## config.mk

```make
export PLATFORM = sky130hd
export DESIGN_NAME = stage_mem_ctrl_flat
export DESIGN_NICKNAME = d
export VERILOG_FILES = /design/src/rtl/stage_mem_ctrl_if.sv /design/src/rtl/stage_mem_ctrl.sv /design/src/flat_wrapper.sv
export SDC_FILE = /design/constraint.sdc
export NUM_CORES = 1
export LEC_CHECK = 0
export ABC_AREA = 1
export BUFFER_PORTS_ARGS = -buffer_cell sky130_fd_sc_hd__buf_2
export CAP_MARGIN = 40
export CORE_UTILIZATION = 28
export DETAILED_ROUTE_END_ITERATION = 12
export PLACE_DENSITY = 0.53
export SKIP_LAST_GASP = 1
export SYNTH_ARGS = -nofsm -noshare
export SYNTH_HDL_FRONTEND = slang
export SYNTH_SLANG_ARGS = --single-unit
```

## constraint.sdc

```tcl
create_clock -name clk -period 5.8 [get_ports clk]
set_clock_uncertainty 0.2 [all_clocks]
set_input_delay 0.58 -clock clk [delete_from_list [all_inputs] [get_ports clk]]
set_output_delay 0.58 -clock clk [all_outputs]
set_load 0.05 [all_outputs]
```

## src/rtl/stage_mem_ctrl_if.sv

```systemverilog
// ============================================================================
// Module   : stage_mem_ctrl_if
// Purpose  : Request/grant/response data bus between stage_mem_ctrl and memory.
// Revision : 1.0
// ============================================================================
`default_nettype none

interface stage_mem_ctrl_if #(
  parameter int XLEN = 32
);
  localparam int NB = XLEN / 8;

  logic            bus_req;
  logic            bus_we;
  logic [XLEN-1:0] bus_addr;
  logic [NB-1:0]   bus_sel;
  logic [XLEN-1:0] bus_wdata;
  logic            bus_gnt;
  logic            bus_rvalid;
  logic [XLEN-1:0] bus_rdata;
  logic            bus_err;

  modport master (
    output bus_req, bus_we, bus_addr, bus_sel, bus_wdata,
    input  bus_gnt, bus_rvalid, bus_rdata, bus_err
  );

  modport slave (
    input  bus_req, bus_we, bus_addr, bus_sel, bus_wdata,
    output bus_gnt, bus_rvalid, bus_rdata, bus_err
  );
endinterface

`default_nettype wire

```

## src/rtl/stage_mem_ctrl.sv

```systemverilog
// ============================================================================
// Module   : stage_mem_ctrl
// Purpose  : MEM pipeline stage with variable-latency bus, misaligned split/trap.
// Revision : 1.0
// ============================================================================
`default_nettype none

module stage_mem_ctrl #(
  parameter int XLEN             = 32,
  parameter bit ALLOW_MISALIGNED = 1'b1
) (
  input  wire logic            clk,
  input  wire logic            rst,
  input  wire logic            ex_valid,
  input  wire logic            stall_i,
  input  wire logic [7:0]      aluop,
  input  wire logic [4:0]      reg_waddr_i,
  input  wire logic            we_i,
  input  wire logic [XLEN-1:0] reg_wdata_i,
  input  wire logic [XLEN-1:0] mem_addr_i,
  input  wire logic [XLEN-1:0] rt_data,
  output logic      [4:0]      reg_waddr_o,
  output logic                 we_o,
  output logic      [XLEN-1:0] reg_wdata_o,
  output logic                 exc_o,
  output logic                 stallreq,
  stage_mem_ctrl_if.master     bus
);

  localparam int NB  = XLEN / 8;
  localparam int LNB = $clog2(NB);

  localparam logic [7:0] EXE_LB_OP  = 8'h20;
  localparam logic [7:0] EXE_LH_OP  = 8'h21;
  localparam logic [7:0] EXE_LW_OP  = 8'h23;
  localparam logic [7:0] EXE_LBU_OP = 8'h24;
  localparam logic [7:0] EXE_LHU_OP = 8'h25;
  localparam logic [7:0] EXE_LWU_OP = 8'h26;
  localparam logic [7:0] EXE_LD_OP  = 8'h27;
  localparam logic [7:0] EXE_SB_OP  = 8'h28;
  localparam logic [7:0] EXE_SH_OP  = 8'h29;
  localparam logic [7:0] EXE_SW_OP  = 8'h2B;
  localparam logic [7:0] EXE_SD_OP  = 8'h2F;

  localparam logic [2*NB-1:0] ONE2 = 1;

  typedef enum logic [2:0] {
    S_IDLE  = 3'd0,
    S_WAIT0 = 3'd1,
    S_REQ1  = 3'd2,
    S_WAIT1 = 3'd3,
    S_DONE  = 3'd4
  } state_t;

  state_t          state_q;
  logic [XLEN-1:0] lo_q, hi_q;
  logic            fault_q;

  logic            is_mem, is_load, is_signed, act, crossing, trap;
  logic [3:0]      sz;
  logic [LNB-1:0]  off;
  logic [LNB+2:0]  sh;
  logic [2*NB-1:0] mask2;
  logic [XLEN-1:0] beat0_addr, beat1_addr, sdat, wrot, ld_v, ld_l, ld_res;
  logic [2*XLEN-1:0] wd2, ld_cat;
  logic signed [XLEN-1:0] ld_s;
  logic [6:0]      ld_sh;

  always_comb begin
    is_mem    = 1'b0;
    is_load   = 1'b0;
    is_signed = 1'b0;
    sz        = 4'd0;
    case (aluop)
      EXE_LB_OP:  begin is_mem = 1'b1; is_load = 1'b1; is_signed = 1'b1; sz = 4'd1; end
      EXE_LH_OP:  begin is_mem = 1'b1; is_load = 1'b1; is_signed = 1'b1; sz = 4'd2; end
      EXE_LW_OP:  begin is_mem = 1'b1; is_load = 1'b1; is_signed = 1'b1; sz = 4'd4; end
      EXE_LBU_OP: begin is_mem = 1'b1; is_load = 1'b1; sz = 4'd1; end
      EXE_LHU_OP: begin is_mem = 1'b1; is_load = 1'b1; sz = 4'd2; end
      EXE_SB_OP:  begin is_mem = 1'b1; sz = 4'd1; end
      EXE_SH_OP:  begin is_mem = 1'b1; sz = 4'd2; end
      EXE_SW_OP:  begin is_mem = 1'b1; sz = 4'd4; end
      EXE_LWU_OP: if (XLEN == 64) begin is_mem = 1'b1; is_load = 1'b1; sz = 4'd4; end
      EXE_LD_OP:  if (XLEN == 64) begin is_mem = 1'b1; is_load = 1'b1; is_signed = 1'b1; sz = 4'd8; end
      EXE_SD_OP:  if (XLEN == 64) begin is_mem = 1'b1; sz = 4'd8; end
      default: ;
    endcase
  end

  // Address split, lane select and store-data rotation
  always_comb begin
    act        = ex_valid & is_mem;
    off        = mem_addr_i[LNB-1:0];
    sh         = {off, 3'b000};
    crossing   = (5'(off) + 5'(sz)) > 5'(NB);
    trap       = crossing & ~ALLOW_MISALIGNED;
    beat0_addr = {mem_addr_i[XLEN-1:LNB], {LNB{1'b0}}};
    beat1_addr = beat0_addr + XLEN'(NB);
    mask2      = ((ONE2 << sz) - ONE2) << off;
    sdat       = '0;
    for (int b = 0; b < NB; b++) begin
      if (b < int'(sz)) sdat[b*8 +: 8] = rt_data[b*8 +: 8];
    end
    wd2  = {sdat, sdat} << sh;
    wrot = wd2[2*XLEN-1:XLEN];
  end

  // Load result: shift the captured beat pair down, then extend from the access size
  always_comb begin
    ld_cat = {hi_q, lo_q} >> sh;
    ld_v   = ld_cat[XLEN-1:0];
    ld_sh  = 7'(XLEN) - {sz, 3'b000};
    ld_l   = ld_v << ld_sh;
    ld_s   = $signed(ld_l) >>> ld_sh;
    if (is_signed) ld_res = ld_s;
    else           ld_res = ld_l >> ld_sh;
  end

  always_ff @(posedge clk) begin
    if (rst) begin
      state_q <= S_IDLE;
      lo_q    <= '0;
      hi_q    <= '0;
      fault_q <= 1'b0;
    end else begin
      case (state_q)
        S_IDLE: begin
          if (act && !trap && bus.bus_gnt) begin
            lo_q    <= '0;
            hi_q    <= '0;
            fault_q <= 1'b0;
            if (is_load) begin
              state_q <= S_WAIT0;
            end else if (bus.bus_err) begin
              fault_q <= 1'b1;
              state_q <= S_DONE;
            end else begin
              state_q <= crossing ? S_REQ1 : S_DONE;
            end
          end
        end
        S_WAIT0: begin
          if (bus.bus_rvalid) begin
            lo_q <= bus.bus_rdata;
            if (bus.bus_err) begin
              fault_q <= 1'b1;
              state_q <= S_DONE;
            end else begin
              state_q <= crossing ? S_REQ1 : S_DONE;
            end
          end
        end
        S_REQ1: begin
          if (bus.bus_gnt) begin
            if (is_load)          state_q <= S_WAIT1;
            else begin
              if (bus.bus_err) fault_q <= 1'b1;
              state_q <= S_DONE;
            end
          end
        end
        S_WAIT1: begin
          if (bus.bus_rvalid) begin
            hi_q <= bus.bus_rdata;
            if (bus.bus_err) fault_q <= 1'b1;
            state_q <= S_DONE;
          end
        end
        S_DONE: begin
          if (!stall_i) state_q <= S_IDLE;
        end
        default: state_q <= S_IDLE;
      endcase
    end
  end

  always_comb begin
    reg_waddr_o   = reg_waddr_i;
    we_o          = we_i;
    reg_wdata_o   = reg_wdata_i;
    exc_o         = 1'b0;
    stallreq      = 1'b0;
    bus.bus_req   = 1'b0;
    bus.bus_we    = 1'b0;
    bus.bus_addr  = '0;
    bus.bus_sel   = '0;
    bus.bus_wdata = '0;
    if (!(state_q == S_IDLE && !act)) begin
      we_o        = 1'b0;
      reg_wdata_o = '0;
      case (state_q)
        S_IDLE: begin
          if (trap) begin
            exc_o = 1'b1;
          end else begin
            stallreq      = 1'b1;
            bus.bus_req   = 1'b1;
            bus.bus_we    = ~is_load;
            bus.bus_addr  = beat0_addr;
            bus.bus_sel   = mask2[NB-1:0];
            bus.bus_wdata = is_load ? '0 : wrot;
          end
        end
        S_REQ1: begin
          stallreq      = 1'b1;
          bus.bus_req   = 1'b1;
          bus.bus_we    = ~is_load;
          bus.bus_addr  = beat1_addr;
          bus.bus_sel   = mask2[2*NB-1:NB];
          bus.bus_wdata = is_load ? '0 : wrot;
        end
        S_DONE: begin
          exc_o = fault_q;
          we_o  = we_i & ~fault_q;
          if (is_load && !fault_q) reg_wdata_o = ld_res;
        end
        default: stallreq = 1'b1;
      endcase
    end
    if (rst) begin
      reg_waddr_o   = '0;
      we_o          = 1'b0;
      reg_wdata_o   = '0;
      exc_o         = 1'b0;
      stallreq      = 1'b0;
      bus.bus_req   = 1'b0;
      bus.bus_we    = 1'b0;
      bus.bus_addr  = '0;
      bus.bus_sel   = '0;
      bus.bus_wdata = '0;
    end
  end

endmodule

`default_nettype wire

```

## src/flat_wrapper.sv

```systemverilog
// flat-port wrapper written by rule: the top's interface ports become plain ports
module stage_mem_ctrl_flat 
#(
  parameter int XLEN             = 32,
  parameter bit ALLOW_MISALIGNED = 1'b1
)
  (clk, rst, ex_valid, stall_i, aluop, reg_waddr_i, we_i, reg_wdata_i, mem_addr_i, rt_data, reg_waddr_o, we_o, reg_wdata_o, exc_o, stallreq, bus_bus_req, bus_bus_we, bus_bus_addr, bus_bus_sel, bus_bus_wdata, bus_bus_gnt, bus_bus_rvalid, bus_bus_rdata, bus_bus_err);
  stage_mem_ctrl_if #(.XLEN(XLEN)) bus_i ();
  input  wire logic clk;
  input  wire logic rst;
  input  wire logic ex_valid;
  input  wire logic stall_i;
  input  wire logic [7:0] aluop;
  input  wire logic [4:0] reg_waddr_i;
  input  wire logic we_i;
  input  wire logic [XLEN-1:0] reg_wdata_i;
  input  wire logic [XLEN-1:0] mem_addr_i;
  input  wire logic [XLEN-1:0] rt_data;
  output logic      [4:0] reg_waddr_o;
  output logic we_o;
  output logic      [XLEN-1:0] reg_wdata_o;
  output logic exc_o;
  output logic stallreq;
  output wire logic [$bits(bus_i.bus_req)-1:0] bus_bus_req;
  output wire logic [$bits(bus_i.bus_we)-1:0] bus_bus_we;
  output wire logic [$bits(bus_i.bus_addr)-1:0] bus_bus_addr;
  output wire logic [$bits(bus_i.bus_sel)-1:0] bus_bus_sel;
  output wire logic [$bits(bus_i.bus_wdata)-1:0] bus_bus_wdata;
  input wire logic [$bits(bus_i.bus_gnt)-1:0] bus_bus_gnt;
  input wire logic [$bits(bus_i.bus_rvalid)-1:0] bus_bus_rvalid;
  input wire logic [$bits(bus_i.bus_rdata)-1:0] bus_bus_rdata;
  input wire logic [$bits(bus_i.bus_err)-1:0] bus_bus_err;
  assign bus_bus_req = bus_i.bus_req;
  assign bus_bus_we = bus_i.bus_we;
  assign bus_bus_addr = bus_i.bus_addr;
  assign bus_bus_sel = bus_i.bus_sel;
  assign bus_bus_wdata = bus_i.bus_wdata;
  assign bus_i.bus_gnt = bus_bus_gnt;
  assign bus_i.bus_rvalid = bus_bus_rvalid;
  assign bus_i.bus_rdata = bus_bus_rdata;
  assign bus_i.bus_err = bus_bus_err;
  stage_mem_ctrl #(.XLEN(XLEN), .ALLOW_MISALIGNED(ALLOW_MISALIGNED)) u_core (.clk(clk), .rst(rst), .ex_valid(ex_valid), .stall_i(stall_i), .aluop(aluop), .reg_waddr_i(reg_waddr_i), .we_i(we_i), .reg_wdata_i(reg_wdata_i), .mem_addr_i(mem_addr_i), .rt_data(rt_data), .reg_waddr_o(reg_waddr_o), .we_o(we_o), .reg_wdata_o(reg_wdata_o), .exc_o(exc_o), .stallreq(stallreq), .bus(bus_i));
endmodule
```

# Word level (Yosys, flattened, before mapping)
# Index checks and enable logic that the tools add are counted.
# W data, S select, Z words.
dict set report op_classes {
  add_sub_neg 4
  n_lt_le_gt_ge 5
  n_eq_ne 19
  n_shift 7
  mux 61
  n_bitwise 4
  n_reduce_logical 21
}
# op count
set ops {}
lappend ops {{$mux W32} 13}
lappend ops {{$pmux W32 S2} 3}
lappend ops {{$eq A8 B6 Y1 const B} 8}
lappend ops {{$shl A64 B5 Y64} 1}
lappend ops {{$shr A64 B5 Y32} 1}
lappend ops {{$add A32 B3 Y32 const B} 1}
lappend ops {{$mux W8} 4}
lappend ops {{$shl A32 B7 Y32} 1}
lappend ops {{$shr A32 B7 Y32} 1}
lappend ops {{$sshr A32 B7 Y32} 1}
lappend ops {{$mux W3} 9}
lappend ops {{$mux W1} 25}
lappend ops {{$pmux W3 S5} 1}
lappend ops {{$ne A2 B2 Y1 const B} 5}
lappend ops {{$reduce_and A5 Y1} 2}
lappend ops {{$pmux W3 S3} 1}
lappend ops {{$reduce_or A3 Y1} 3}
lappend ops {{$mux W4} 2}
lappend ops {{$pmux W4 S2} 1}
lappend ops {{$reduce_or A8 Y1} 1}
lappend ops {{$shl A1 B3 Y8 const A} 1}
lappend ops {{$shl A8 B2 Y8} 1}
lappend ops {{$sub A8 B1 Y8 const B} 1}
lappend ops {{$sub A6 B6 Y7 const A} 1}
lappend ops {{other kinds (20)} 33}
dict set report word_totals {
  register_bits 68
  input_bits 149
  out_inout_bits 110
  word_cells 125
}

# Logic depth before layout (Yosys ltp)
dict set report depth {
  word_depth 11
  depth_mapped 18
  ltp_nobuf 16
}

# Worst setup path after synthesis
# No wires, ideal clock.
dict set report synth_timing {
  path_type {input -> output}
  start {input aluop[5]}
  end {output reg_wdata_o[28]}
  t_arrival_ns 3.671
  required_time_ns 5.020
  slack_ns 1.349
  stages 18
  path_buffers 5
  path_cell_list {inv_1 nor2_4 nand4_4 buf_2 buf_2 ha_1 inv_1 ha_1 buf_2 inv_1 nor2_1 inv_1 a211oi_2 and2_1 buf_4 buf_6 nand3_1 a21oi_1}
}
dict set report synth_via {
  elab_chain_len 11
  elab_cells_between_ends 31
  classes_between {1 x add/sub; 8 x eq/ne; 3 x shift; 9 x mux; 1 x bitwise; 9 x reduce/logical}
}
# item line_no
set synth_rtl {}
lappend synth_rtl {{from (decl)} flat_wrapper.sv:13} ;# input wire logic [7:0] aluop;
lappend synth_rtl {{$eq A8 B6 Y1} stage_mem_ctrl.sv:74} ;# case (aluop)
lappend synth_rtl {{$reduce_or A3 Y1 (no line) / $reduce_or A2 Y1 (equally long branches)} --}
lappend synth_rtl {{$pmux W3 S3} stage_mem_ctrl.sv:74}
lappend synth_rtl {{$sub A6 B6 Y7} stage_mem_ctrl.sv:112} ;# ld_sh = 7'(XLEN) - {sz, 3'b000};
lappend synth_rtl {{$shl A32 B7 Y32} stage_mem_ctrl.sv:113} ;# ld_l = ld_v << ld_sh;
lappend synth_rtl {{$shr A32 B7 Y32 / $sshr A32 B7 Y32 (equally long branches)} {stage_mem_ctrl.sv:116, stage_mem_ctrl.sv:114}}
lappend synth_rtl {{$mux W32} stage_mem_ctrl.sv:115} ;# if (is_signed) ld_res = ld_s;
lappend synth_rtl {{$mux W32} stage_mem_ctrl.sv:215} ;# if (is_load && !fault_q) reg_wdata_o = ld_res;
lappend synth_rtl {{$mux W32} stage_mem_ctrl.sv:191} ;# case (state_q)
lappend synth_rtl {{$mux W32 *} stage_mem_ctrl.sv:188} ;# if (!(state_q == S_IDLE && !act)) begin
lappend synth_rtl {{$mux W32 *} stage_mem_ctrl.sv:220} ;# if (rst) begin
lappend synth_rtl {{to (decl)} flat_wrapper.sv:21} ;# output logic [XLEN-1:0] reg_wdata_o;
# Mark *: on every way between the ends. The rest lies on a longest branch, timed or not.

# Worst setup path in the final report
dict set report layout_timing {
  start {input aluop[7]}
  end {output reg_wdata_o[26]}
}
# The elaborated chain is that of the path after synthesis.

==> flow_summary_export.csv <==
group,metric,value,unit
route,avgViaCountPerCell,5.101,
global_routing,track_usage,21.38,%
yosys,synth.avg_cell_area,5.258,µm²
clock_network,htreeDepth,3,
die,fp.dieW,168.2,µm
placed_design,post_dp_cell_area,9082,µm²
timing,setup-tns-final,0,ps
yosys,syn_inst,1471,
worst_hold_path,worstHoldPathCells,2,
route,antenna_left,0,
die,die_y,168.2,µm
clock_network,ctsRootBufferMaster,"clkbuf_16",
global_routing,grt_pass1_wl,49.13,mm
yosys,synth_top_area_share,26.06,%
placed_design,io_buffers,256,
critical_path,critPathLaunchType,"input pin",
global_routing,met2_usage,39.26,%
critical_path,arrival,3920,ps
pwr,vdd_ir_drop_max,201.3,µV
timing,min_period,4701,ps
critical_path,required,5020,ps
die,coreArea,27030,µm²
die,start_util,28.62,%
pwr,switching_share,56.86,%
final_layout,fillers,3137,
timing,grt_setup_unrepaired,"false",
yosys,ys_async_sr_fraction,0,%
yosys,ys_top_cells_by_area,"nand2_1 (26%), dfxtp_1 (16%), nand3_1 (12%)",
yosys,ys_ff_latch,60,
final_layout,postLayoutCellArea,9349,µm²
global_routing,use_met1,25.37,%
route,vias,10227,
critical_path,end_kind,"primary output",
worst_hold_path,worstHoldPathType,"flip-flop to flip-flop",
die,die-area,28290,µm²
pwr,clockPowerShare,18.9,%
worst_hold_path,worstHoldStart,"u_core.hi_q[16]$_SDFFE_PP0P_",
critical_path,r2r-start,"u_core.state_q[1]$_SDFFE_PP0P_",
clock_network,cts.path.max_buffers,2,
timing,setup_violations,0,
yosys,synth_common_cells,"nand2_1 (537), nand3_1 (182), nor2_1 (138)",
timing,period_share,81.06,%
yosys,yosysSeqAreaShare,15.53,%
timing,worst_pin_slew,803.7,ps
critical_path,path_class,"input pin to primary output",
global_routing,grt-busiest-layer,"met2",
yosys,synth.distinct_cells,45,
route,drc,0,
critical_path,reg2regPathDepth,7,
die,num_rows,60,
placed_design,gp_congestion,0.9341,
global_routing,antenna_found_initial,5,
route,drt_iter0_markers,699,
critical_path,path_cells,"buf_2 -> nor2_4 -> nand2_2 -> nor2_2 -> nand3_2 -> ha_1 -> inv_1 -> ha_1 -> buf_4 -> inv_1 -> nor2_1 -> inv_1 -> a211oi_2 -> and2_1 -> nand3_1 -> a21oi_1 -> buf_2",
global_routing,grt_pass1_vias,9673,
route,dr.pass1.iters,5,
critical_path,crit_top_cell,"inv_1",
final_layout,drive_gt1_share,20.89,%
clock_network,insertion_delay,340,ps
timing,fmax,212.7,MHz
yosys,yosys.area.top_type,"nand2_1",
critical_path,cp_max_fo,19,
clock_network,cts_resized,0,
critical_path,reg2reg_to,"u_core.lo_q[30]$_SDFFE_PP0P_",
global_routing,grtUsageMet3,3.385,%
outcome,status,"complete, no violations",
placed_design,dp.final_hpwl,23.53,mm
timing,drv_slew,0,
die,num_io_pins,259,
pwr,p_leak,4.406,nW
pwr,power.switching,1.437,mW
clock_network,post_cts_buffers,0,
timing,slew_headroom,46.34,%
yosys,yosys_warnings,0,
clock_network,cts_buffers,9,
yosys,syn_area,7735,µm²
timing,hold_viol,0,
clock_network,tritoncts,"built",
global_routing,grt_max_degree,74,
pwr,p_int,1.090,mW
global_routing,overflow,0,
flow_run,cap_violations,0,
clock_network,holdBufCountCts,0,
critical_path,slowest_stage,"and2_1",
final_layout,nets,1816,
critical_path,reg2reg_slack,3470,ps
yosys,yosysMostFrequentCell,"nand2_1",
yosys,ys.flop_type,"dfxtp_1",
critical_path,critPathLaunch,"aluop[7]",
pwr,pwr-share-comb,62.9,%
critical_path,slowest_delay,470,ps
route,wl_per_cell,15.43,µm
pwr,pwr-share-seq,18.2,%
route,totalWireLength,30.94,mm
clock_network,clk_pin_slew,50,ps
pwr,powerDensity,270.4,nW/µm²
final_layout,syn_to_final_growth,20.87,%
clock_network,cts.sinks,60,
yosys,synth_edf_count,0,
worst_hold_path,whs_endpoint,"u_core.hi_q[16]$_SDFFE_PP0P_",
[flip-flops by register name (all words and copies together), names as in the netlist]
name	count
u_core.state_q	3
u_core.fault_q	1
u_core.lo_q	32
u_core.hi_q	24
[cells in the final DEF (no fill, tap or decap), types with 9 or more instances in the layout]
cell,count
nand2_1,537
nand3_1,182
nand4_1,18
dfxtp_1,60
o211ai_1,10
nor2_1,137
o21ai_0,85
buf_4,15
nor3_1,15
buf_2,256
a21oi_1,125
clkbuf_16,9
inv_1,96
nor3_2,26
inv_2,9
ha_1,9
[through the flow]
stage               utilization [%]  setup slack, ps  power [mW]  instances  hold WS [ps]
floorplan                         -             1349       1.644       1472         240.1
global placement              33.55             1178       2.048       1986         248.8
detailed placement            33.61             1088       2.057       1987         254.3
CTS                           34.56             1081       2.539       2002         261.6
global route                  34.58            794.5       2.675       2004         278.4
finish                        34.59             1099       2.528       2005         261.1
[routing by layer]
metal  part of all wire (%)  vias to the layer above
li1                       -                     5168
met1                     42                     4688
met2                     50                      313
met3                    5.2                       54
met4                    2.4                        4
met5                  0.074                        -
[logic make-up (layout without fill, tap and decap cells)]
logic type	count (synthesis)	count (layout)	share of synthesized area (%)
and+or+nand+nor	946	946	53.62
DFF	60	60	15.53
AOI/OAI and AO/OA	242	242	16.71
other	1	5	0.04848
xor gates and xnor gates	7	7	0.7926
buffers and inverters	205	394	11.58
adders and majority gates	10	10	1.715
[worst max-delay path by stage]
stage | end | slack [ps] | depth (start not counted)
2_1_floorplan | reg_wdata_o[28] | 1350 | 18
3_3_place_gp | reg_wdata_o[25] | 1180 | 17
3_5_place_dp | reg_wdata_o[25] | 1090 | 17
4_1_cts | reg_wdata_o[25] | 1080 | 17
5_1_grt | reg_wdata_o[29] | 790 | 17
6_report | reg_wdata_o[26] | 1100 | 17
[critical path: cells and delay by family]
family          cells  cell delay [ps]
fa+ha+maj           2              420
buf+inv             6             1050
compound gates      2              420
simple gates        7             1460
[power by group through the flow]
stage / clock (mW) / combinational (mW) / sequential (mW)
3_3_place_gp: 0 / 1.58 / 0.467
6_report: 0.479 / 1.59 / 0.460
2_1_floorplan: 0 / 1.19 / 0.455
3_5_place_dp: 0 / 1.59 / 0.468
4_1_cts: 0.485 / 1.60 / 0.459
5_1_grt: 0.502 / 1.71 / 0.461
[final cells by class]
type,instances,area (µm²),share of cell area [%]
multi-input combinational,1207,5644,60.37
timing repair buffer,272,1409,15.07
sequential,60,1201,12.85
tap,341,426.7,4.564
inverter,107,401.6,4.296
clock buffer,10,229.0,2.449
clock inverter,5,30.03,0.3212
antenna,3,7.507,0.08030
No activity file was read; power rests on OpenSTA's default activity.
